===== config.mk =====
export PLATFORM = sky130hd
export DESIGN_NAME = sipo_deser_flat
export DESIGN_NICKNAME = d
export VERILOG_FILES = /design/src/rtl/sipo_deser_if.sv /design/src/rtl/sipo_deser.sv /design/src/flat_wrapper.sv
export SDC_FILE = /design/constraint.sdc
export NUM_CORES = 1
export LEC_CHECK = 0
export CAP_MARGIN = 20
export CELL_PAD_IN_SITES_DETAIL_PLACEMENT = 1
export CELL_PAD_IN_SITES_GLOBAL_PLACEMENT = 1
export CORE_MARGIN = 8
export CORE_UTILIZATION = 30
export DETAILED_ROUTE_END_ITERATION = 6
export HOLD_SLACK_MARGIN = 0.06
export PLACE_DENSITY_LB_ADDON = 0.1
export SLEW_MARGIN = 15
export SYNTH_ARGS = -nofsm -noshare
export SYNTH_HDL_FRONTEND = slang
export SYNTH_SLANG_ARGS = --single-unit

===== constraint.sdc =====
create_clock -name clk -period 2.9 [get_ports clk]
set_clock_uncertainty 0.1 [all_clocks]
set_input_delay 0.87 -clock clk [delete_from_list [all_inputs] [get_ports clk]]
set_output_delay 0.87 -clock clk [all_outputs]
set_load 0.02 [all_outputs]

===== src/rtl/sipo_deser_if.sv =====
// sipo_deser_if: serial-in and parallel-out handshake bundle for sipo_deser.
//   master: drives shift_en, serial_in, frame_start, out_ready, overrun_clr;
//           observes parallel_out, out_valid, overrun, bit_cnt
//   slave : the deserializer side (directions reversed)
interface sipo_deser_if #(parameter int WIDTH = 4);
    localparam int CW = $clog2(WIDTH);
    logic             shift_en;
    logic             serial_in;
    logic             frame_start;
    logic             out_ready;
    logic             overrun_clr;
    logic [WIDTH-1:0] parallel_out;
    logic             out_valid;
    logic             overrun;
    logic [CW-1:0]    bit_cnt;
    modport master (
        output shift_en, serial_in, frame_start, out_ready, overrun_clr,
        input  parallel_out, out_valid, overrun, bit_cnt
    );
    modport slave (
        input  shift_en, serial_in, frame_start, out_ready, overrun_clr,
        output parallel_out, out_valid, overrun, bit_cnt
    );
endinterface


===== src/rtl/sipo_deser.sv =====
// sipo_deser: serial-in/parallel-out deserializer with valid/ready holding register.
//   clk  : rising-edge clock
//   rst  : asynchronous active-high reset
//   bus  : sipo_deser_if.slave (serial input, frame realign, parallel output
//          handshake, sticky overrun flag with clear, partial-word bit count)
module sipo_deser #(
    parameter int WIDTH     = 4,
    parameter bit MSB_FIRST = 1
) (
    input logic         clk,
    input logic         rst,
    sipo_deser_if.slave bus
);
    localparam int CW = $clog2(WIDTH);
    logic [WIDTH-1:0] shreg, base, shifted, hold;
    logic [CW-1:0]    cnt, cnt_base, cnt_nx;
    logic             valid, ovr, complete, load, drop;
    // frame_start realigns before the sample, so a same-edge bit becomes bit 0
    always_comb begin
        base     = bus.frame_start ? '0 : shreg;
        cnt_base = bus.frame_start ? '0 : cnt;
        shifted  = MSB_FIRST ? {base[WIDTH-2:0], bus.serial_in}
                             : {bus.serial_in, base[WIDTH-1:1]};
        complete = bus.shift_en && (cnt_base == CW'(WIDTH-1));
        cnt_nx   = !bus.shift_en ? cnt_base : complete ? '0 : cnt_base + 1'b1;
        load     = complete && (!valid || bus.out_ready);
        drop     = complete && valid && !bus.out_ready;
    end
    always_ff @(posedge clk or posedge rst) begin
        if (rst) begin
            shreg <= '0;
            cnt   <= '0;
            hold  <= '0;
            valid <= 1'b0;
            ovr   <= 1'b0;
        end else begin
            shreg <= bus.shift_en ? shifted : base;
            cnt   <= cnt_nx;
            hold  <= load ? shifted : hold;
            valid <= load || (valid && !bus.out_ready);
            ovr   <= drop || (ovr && !bus.overrun_clr);
        end
    end
    assign bus.parallel_out = hold;
    assign bus.out_valid    = valid;
    assign bus.overrun      = ovr;
    assign bus.bit_cnt      = cnt;
endmodule


===== src/flat_wrapper.sv =====
// flat-port wrapper written by rule: the top's interface ports become plain ports
module sipo_deser_flat 
#(
    parameter int WIDTH     = 4,
    parameter bit MSB_FIRST = 1
)
  (clk, rst, bus_shift_en, bus_serial_in, bus_frame_start, bus_out_ready, bus_overrun_clr, bus_parallel_out, bus_out_valid, bus_overrun, bus_bit_cnt);
  sipo_deser_if #(.WIDTH(WIDTH)) bus_i ();
  input logic clk;
  input logic rst;
  input wire logic [$bits(bus_i.shift_en)-1:0] bus_shift_en;
  input wire logic [$bits(bus_i.serial_in)-1:0] bus_serial_in;
  input wire logic [$bits(bus_i.frame_start)-1:0] bus_frame_start;
  input wire logic [$bits(bus_i.out_ready)-1:0] bus_out_ready;
  input wire logic [$bits(bus_i.overrun_clr)-1:0] bus_overrun_clr;
  output wire logic [$bits(bus_i.parallel_out)-1:0] bus_parallel_out;
  output wire logic [$bits(bus_i.out_valid)-1:0] bus_out_valid;
  output wire logic [$bits(bus_i.overrun)-1:0] bus_overrun;
  output wire logic [$bits(bus_i.bit_cnt)-1:0] bus_bit_cnt;
  assign bus_i.shift_en = bus_shift_en;
  assign bus_i.serial_in = bus_serial_in;
  assign bus_i.frame_start = bus_frame_start;
  assign bus_i.out_ready = bus_out_ready;
  assign bus_i.overrun_clr = bus_overrun_clr;
  assign bus_parallel_out = bus_i.parallel_out;
  assign bus_out_valid = bus_i.out_valid;
  assign bus_overrun = bus_i.overrun;
  assign bus_bit_cnt = bus_i.bit_cnt;
  sipo_deser #(.WIDTH(WIDTH), .MSB_FIRST(MSB_FIRST)) u_core (.clk(clk), .rst(rst), .bus(bus_i));
endmodule

==> impl_metrics.toml <==
[setup_path]
cp-end-kind = "flop"
cp_slowest_cell = "clkdlybuf4s50_1"
crit_arrival_ns = 2.47
crit_path_start_kind = "input port"
cp_cell_sequence = "clkdlybuf4s50_1 -> nor2b_1 -> ha_1 -> nand2_4 -> nor2b_4 -> mux2_4"
crit_required_ns = 2.95
cp_max_fo = 7
worst-setup-path-type = "in2reg"
max_stage_delay_ns = 0.50

[route]
via_count = 331
wl_um = 1100
drtIter0Drc = 2
dr.pass1.iters = 2
vias_per_cell = 4.53
route.detailed.drc = 0
wire_per_inst_um = 15.0
drtAntennaViolNets = 0

[cts]
cts_buffers = 3
cts.sink_count = 11
post_cts_resized = 0
clockBufferDepth = 2
cts_tree = "done"
h-tree-depth = 1
cts-root-buf = "clkbuf_4"
ctsHoldBuffers = 0
cts_setup_buffers = 0
clkLatencyLatePin_ns = 0.27
clk_pin_slew_ns = 0.07

[die]
coreArea_mm2 = 0.00165
die_y_um = 57.1
ios = 15
start_util_pct = 30.6
die_x_um = 57.1
core.rowCount = 15
die-area_mm2 = 0.00325

[global_routing]
overflow = 0
grt.total_usage_pct = 7.53
antenna_found_initial = 0
grt_pass1_wl_um = 1930
grt_max_degree = 12
grt_pass1_vias = 390

[timing]
final.period_utilization_pct = 83.3
fin_ws_ns = 0.484
finalHoldViolCount = 0
rsz0062_at_grt = "false"
setup_tns_ns = 0
worst_pin_slew_ns = 0.404
fmax_ghz = 0.414
slew_headroom_pct = 73.0
finalSetupViolCount = 0
maxSlewViolCount = 0
period_minus_slack_ns = 2.42

[logic_synthesis]
yosysTopAreaCell = "dfrtp_1"
synth_warnings = 0
yosysMostFrequentCell = "dfrtp_1"
ys_seq_area_share_pct = 54.5
async_flop_share_pct = 100
synthTopCellsByArea = "dfrtp_1 54%, mux2_4 8.9%, mux2i_1 5.9%, nor2b_1 3.7%, and2b_2 3.5%"
synth_ff_type = "dfrtp_1"
syn_avg_cell_area_um2 = 13.0
netlist_instances = 39
synthDistinctLibCells = 17
syn_nets = 47
synth.top_cell.area_share_pct = 54.5
ys_top_cells_by_count = "11 x dfrtp_1, 3 x inv_1, 3 x mux2_4, 3 x mux2i_1, 3 x nor2b_1"
ys_ff_latch = 11
synth_edf_count = 0
syn_area_um2 = 505

[layout]
final_cell_area_um2 = 682
drive_gt1_share_pct = 19.6
syn_to_final_growth_pct = 34.9
num-nets-final = 65
fillers = 186
diodes = 0

[place]
gp_congestion = 0.712
dpl_worst_slack_ns = 0.190
place_area_um2 = 656
io_buffers = 14

[pwr]
ir_drop_v = 0.000236
leakage_uw = 0.000334
total_power_uw = 389
p_per_area_mw_per_mm2 = 570

[hold_path]
hold_class = "reg2reg"

[job]
cap_violations = 0

[outcome]
status = "complete, no violations"
## metal layers
layer	part of all wire [%]	global-route usage, %	wire length (um)	vias to the layer above
li1	-	-	-	158
met5	0	0	0	-
met3	10	4.88	112	0
met2	50	11.6	546	13
met1	40	7.95	439	160
met4	0	3.02	0	0
## placed cells by master (no fill, tap or decap), drive strengths merged
| cell type | instances |
|---|---|
| nand2 | 3 |
| clkbuf | 4 |
| o21ai | 1 |
| clkdlybuf4s50 | 14 |
| and2b | 2 |
| nor2b | 4 |
| nand2b | 2 |
| ha | 1 |
| mux2i | 3 |
| dfrtp | 11 |
| nor2 | 2 |
| o22ai | 1 |
| inv | 3 |
| mux2 | 4 |
| xor2 | 1 |
## metrics by stage
step / cells / hold slack (ns) / utilization, %
after CTS: 73 / 0.430 / 41.3
final: 73 / 0.421 / 41.3
after global routing: 73 / 0.438 / 41.3
after detailed placement: 69 / 0.407 / 39.7
after global placement: 69 / 0.397 / 39.7
after floorplan: 39 / 0.379 / -
## final timing paths
path	from	endpoint	slack (ns)	cells past startpoint
worst min register to register	u_core.bus.parallel_out[0]	u_core.bus.parallel_out[0]	0.42	1
worst max register to register	u_core.bus.bit_cnt[0]	u_core.bus.parallel_out[2]	1.25	5
max in group asynchronous	rst	u_core.shreg[1]	1.63	2
worst min-delay path	u_core.bus.parallel_out[0]	u_core.bus.parallel_out[0]	0.42	1
worst max-delay path	bus_frame_start	u_core.bus.parallel_out[2]	0.48	6
min in group asynchronous	rst	u_core.bus.out_valid	0.79	2
## critical path: cells and delay by family
| family | cells | cell delay (ns) |
|---|---|---|
| and+or+nand+nor | 3 | 0.52 |
| buffers and inverters | 1 | 0.50 |
| muxes | 1 | 0.32 |
| adders and majority gates | 1 | 0.26 |
## power by group
part / leakage (uW) / total, uW / switching (uW) / internal (uW)
logic: 0.000174 / 102 / 47.1 / 55.0
registers: 0.000144 / 183 / 11.2 / 172
clock network: 0.0000150 / 103 / 50.3 / 53.2
total: 0.000334 / 389 / 109 / 280
## registers in the layout, indices dropped and copies added (netlist names)
register and cells:
u_core.bus.parallel_out 4, u_core.shreg 3, u_core.bus.bit_cnt 2, u_core.bus.out_valid 1
u_core.bus.overrun 1
## layout make-up
cell class              count  area, um2  area share [%]
repair buffers             14        140            20.6
multi-input cells          24        208            30.5
clock buffers               4       26.3            3.85
well taps                  17       21.3            3.12
flip-flops and latches     11        275            40.4
inverters                   3       11.3            1.65
## cell families (layout without fill, tap and decap cells)
| logic type | count (synthesis) | after routing | share of synthesized area [%] |
|---|---|---|---|
| XOR/XNOR | 1 | 1 | 1.73 |
| AO/OA/AOI/OAI | 2 | 2 | 2.23 |
| adder cells (fa/ha/maj) | 1 | 1 | 2.47 |
| buffers and inverters | 4 | 21 | 4.46 |
| multiplexers | 7 | 7 | 17.1 |
| AND/OR/NAND/NOR | 13 | 13 | 17.6 |
| flip-flops | 11 | 11 | 54.5 |
No activity file was read; power rests on OpenSTA's default activity.
==> patch: new RTL, same flow settings <==
Make the reset (`rst`) synchronous in one clocked block. Comments in the files are not updated.
--- a/src/rtl/sipo_deser.sv
+++ b/src/rtl/sipo_deser.sv
@@ -26,7 +26,7 @@
         load     = complete && (!valid || bus.out_ready);
         drop     = complete && valid && !bus.out_ready;
     end
-    always_ff @(posedge clk or posedge rst) begin
+    always_ff @(posedge clk) begin
         if (rst) begin
             shreg <= '0;
             cnt   <= '0;
Behaviour: differs if rst is asserted again (counterexample within 4 cycles, from zero or initial values and one cycle with rst high); with rst held inactive, the same outputs for 10 cycles.
==> patch against the unedited design <==
Sequential cell count unchanged. Routed wire length is 0.73% lower. Worst setup slack got worse by 28 ps. Hold slack worse by 40 ps. Area after synthesis down 9.2%. Design area fell by 5.3%. Critical path type unchanged. Highest routed layer unchanged.
Power is not compared: it rests on default switching activity, and its combinational part moved more than twofold at a synthesized area within 25%.
==> patch: results (changes against the unedited design) <==
VIAS=397  # was 331
CRIT_PATH_MAX_INCR_DELAY_PS=470  # was 500 ps
SYN_NETS=55  # was 47
OUTCOME='finished, final reports clean'  # unchanged
GRT_PASS1_WL_UM=1900  # was 1930 µm
DRIVE_ABOVE_1_SHARE_PCT=9.23  # was 19.6%
DRT-TOTAL-WL_UM=1090  # was 1100 µm
WORSTPATHMAXFANOUT=9  # was 7
SYNTH.CELLS.MOST_FREQUENT='sky130_fd_sc_hd__dfxtp_1 (11), sky130_fd_sc_hd__a21oi_1 (7)'  # was sky130_fd_sc_hd__dfrtp_1 (11), sky130_fd_sc_hd__inv_1 (3), sky130_fd_sc_hd__mux2_4 (3), sky130_fd_sc_hd__mux2i_1 (3), sky130_fd_sc_hd__nor2b_1 (3)
ROUTABILITYCONGESTION=0.607  # was 0.712
CRIT_PATH_TOP_DELAY_CELL='sky130_fd_sc_hd__or4b_1'  # was sky130_fd_sc_hd__clkdlybuf4s50_1
GRT_USE_TOTAL_PCT=8.31  # was 7.53%
MIN_PATH_CELLS=2  # was 1
CRIT-REG2REG-LAUNCH='u_core.bus.bit_cnt[0]'  # unchanged
FIRST_GLOBAL_VIAS=407  # was 390
PLACE.DETAILED.INSTANCES=77  # was 69
SYNTH_AREA_PER_CELL_UM2=9.77  # was 13.0 µm²
MIN_DELAY_WORST_ENDPOINT='u_core.bus.parallel_out[1]'  # was u_core.bus.parallel_out[0]
WIRELENGTH_PER_CELL_UM=13.4  # was 15.0 µm
INITIAL_DETAILED_ROUTING_VIOLATION_COUNT=0  # was 2
CP-ENDPOINT='u_core.bus.parallel_out[3]'  # was u_core.bus.parallel_out[2]
SYNTHDISTINCTLIBCELLS=20  # was 17
POST_SYNTHESIS_SEQUENTIAL_AREA_RATIO_PCT=48.0  # was 54.5%
ASYNCSETRESETFLOPFRACSYNTH_PCT=0  # was 100%
SYNTH_TOP_CELLS_BY_AREA='sky130_fd_sc_hd__dfxtp_1 (48%), sky130_fd_sc_hd__a21oi_1 (7.6%), sky130_fd_sc_hd__or4b_1 (6.5%)'  # was sky130_fd_sc_hd__dfrtp_1 (54%), sky130_fd_sc_hd__mux2_4 (8.9%), sky130_fd_sc_hd__mux2i_1 (5.9%)
TIMING.FINAL.CRIT_SHARE_PCT=84.3  # was 83.3%
RELSLEWSLACK_PCT=69.5  # was 73.0%
MIN_FROM='u_core.bus.parallel_out[1]'  # was u_core.bus.parallel_out[0]
PLACEMENT.SETUP.WORST_SLACK_PS=187  # was 190 ps
patch: changes by cell type after synthesis, moves of 3 or more:
cell	before	now
sky130_fd_sc_hd__dfrtp_1	11	0
sky130_fd_sc_hd__dfxtp_1	0	11
sky130_fd_sc_hd__a21oi_1	0	7
sky130_fd_sc_hd__mux2_4	3	0
sky130_fd_sc_hd__o21ai_1	0	3
sky130_fd_sc_hd__or4b_1	0	3
patch: where the power goes:
| group | switching [W] | leakage, nW | internal (W) |
|---|---|---|---|
| logic | 0.0000129 | 0.130 | 0.0000159 |
| registers | 0.00000116 | 0.0891 | 0.000153 |
| clock network | 0.0000503 | 0.0150 | 0.0000531 |
| total | 0.0000644 | 0.235 | 0.000222 |
patch: cells by family (layout without fill, tap and decap cells):
logic type	count (synthesis)	in the layout	share of synthesized area (%)
mux	2	2	4.36
fa+ha+maj	1	1	2.72
flops	11	11	48.0
compound gates	12	12	13.9
xor+xnor	1	1	1.91
simple gates	17	17	25.1
buf+inv	3	21	4.09
patch: area by class of cell:
type | instances | area, µm² | share of cell area (%)
timing repair buffer | 16 | 155 | 24.0
tap | 16 | 20.0 | 3.10
clock buffer | 4 | 26.3 | 4.07
multi-input combinational | 33 | 220 | 34.1
sequential | 11 | 220 | 34.1
inverter | 1 | 3.75 | 0.581
patch: per-stage QoR:
stage	cell area (µm²)	power [W]	hold WS, ps
floorplan	459	0.000171	391
global placement	619	0.000187	366
detailed placement	619	0.000187	374
CTS	646	0.000291	384
global route	646	0.000300	397
finish	646	0.000287	381
patch: layer usage:
metal	part of all wire, %	up-vias	global-route usage [%]
met5	0	-	0
met4	0	0	2.40
met3	8.4	0	2.41
met2	42	11	12.1
met1	49	185	11.5
li1	-	201	-
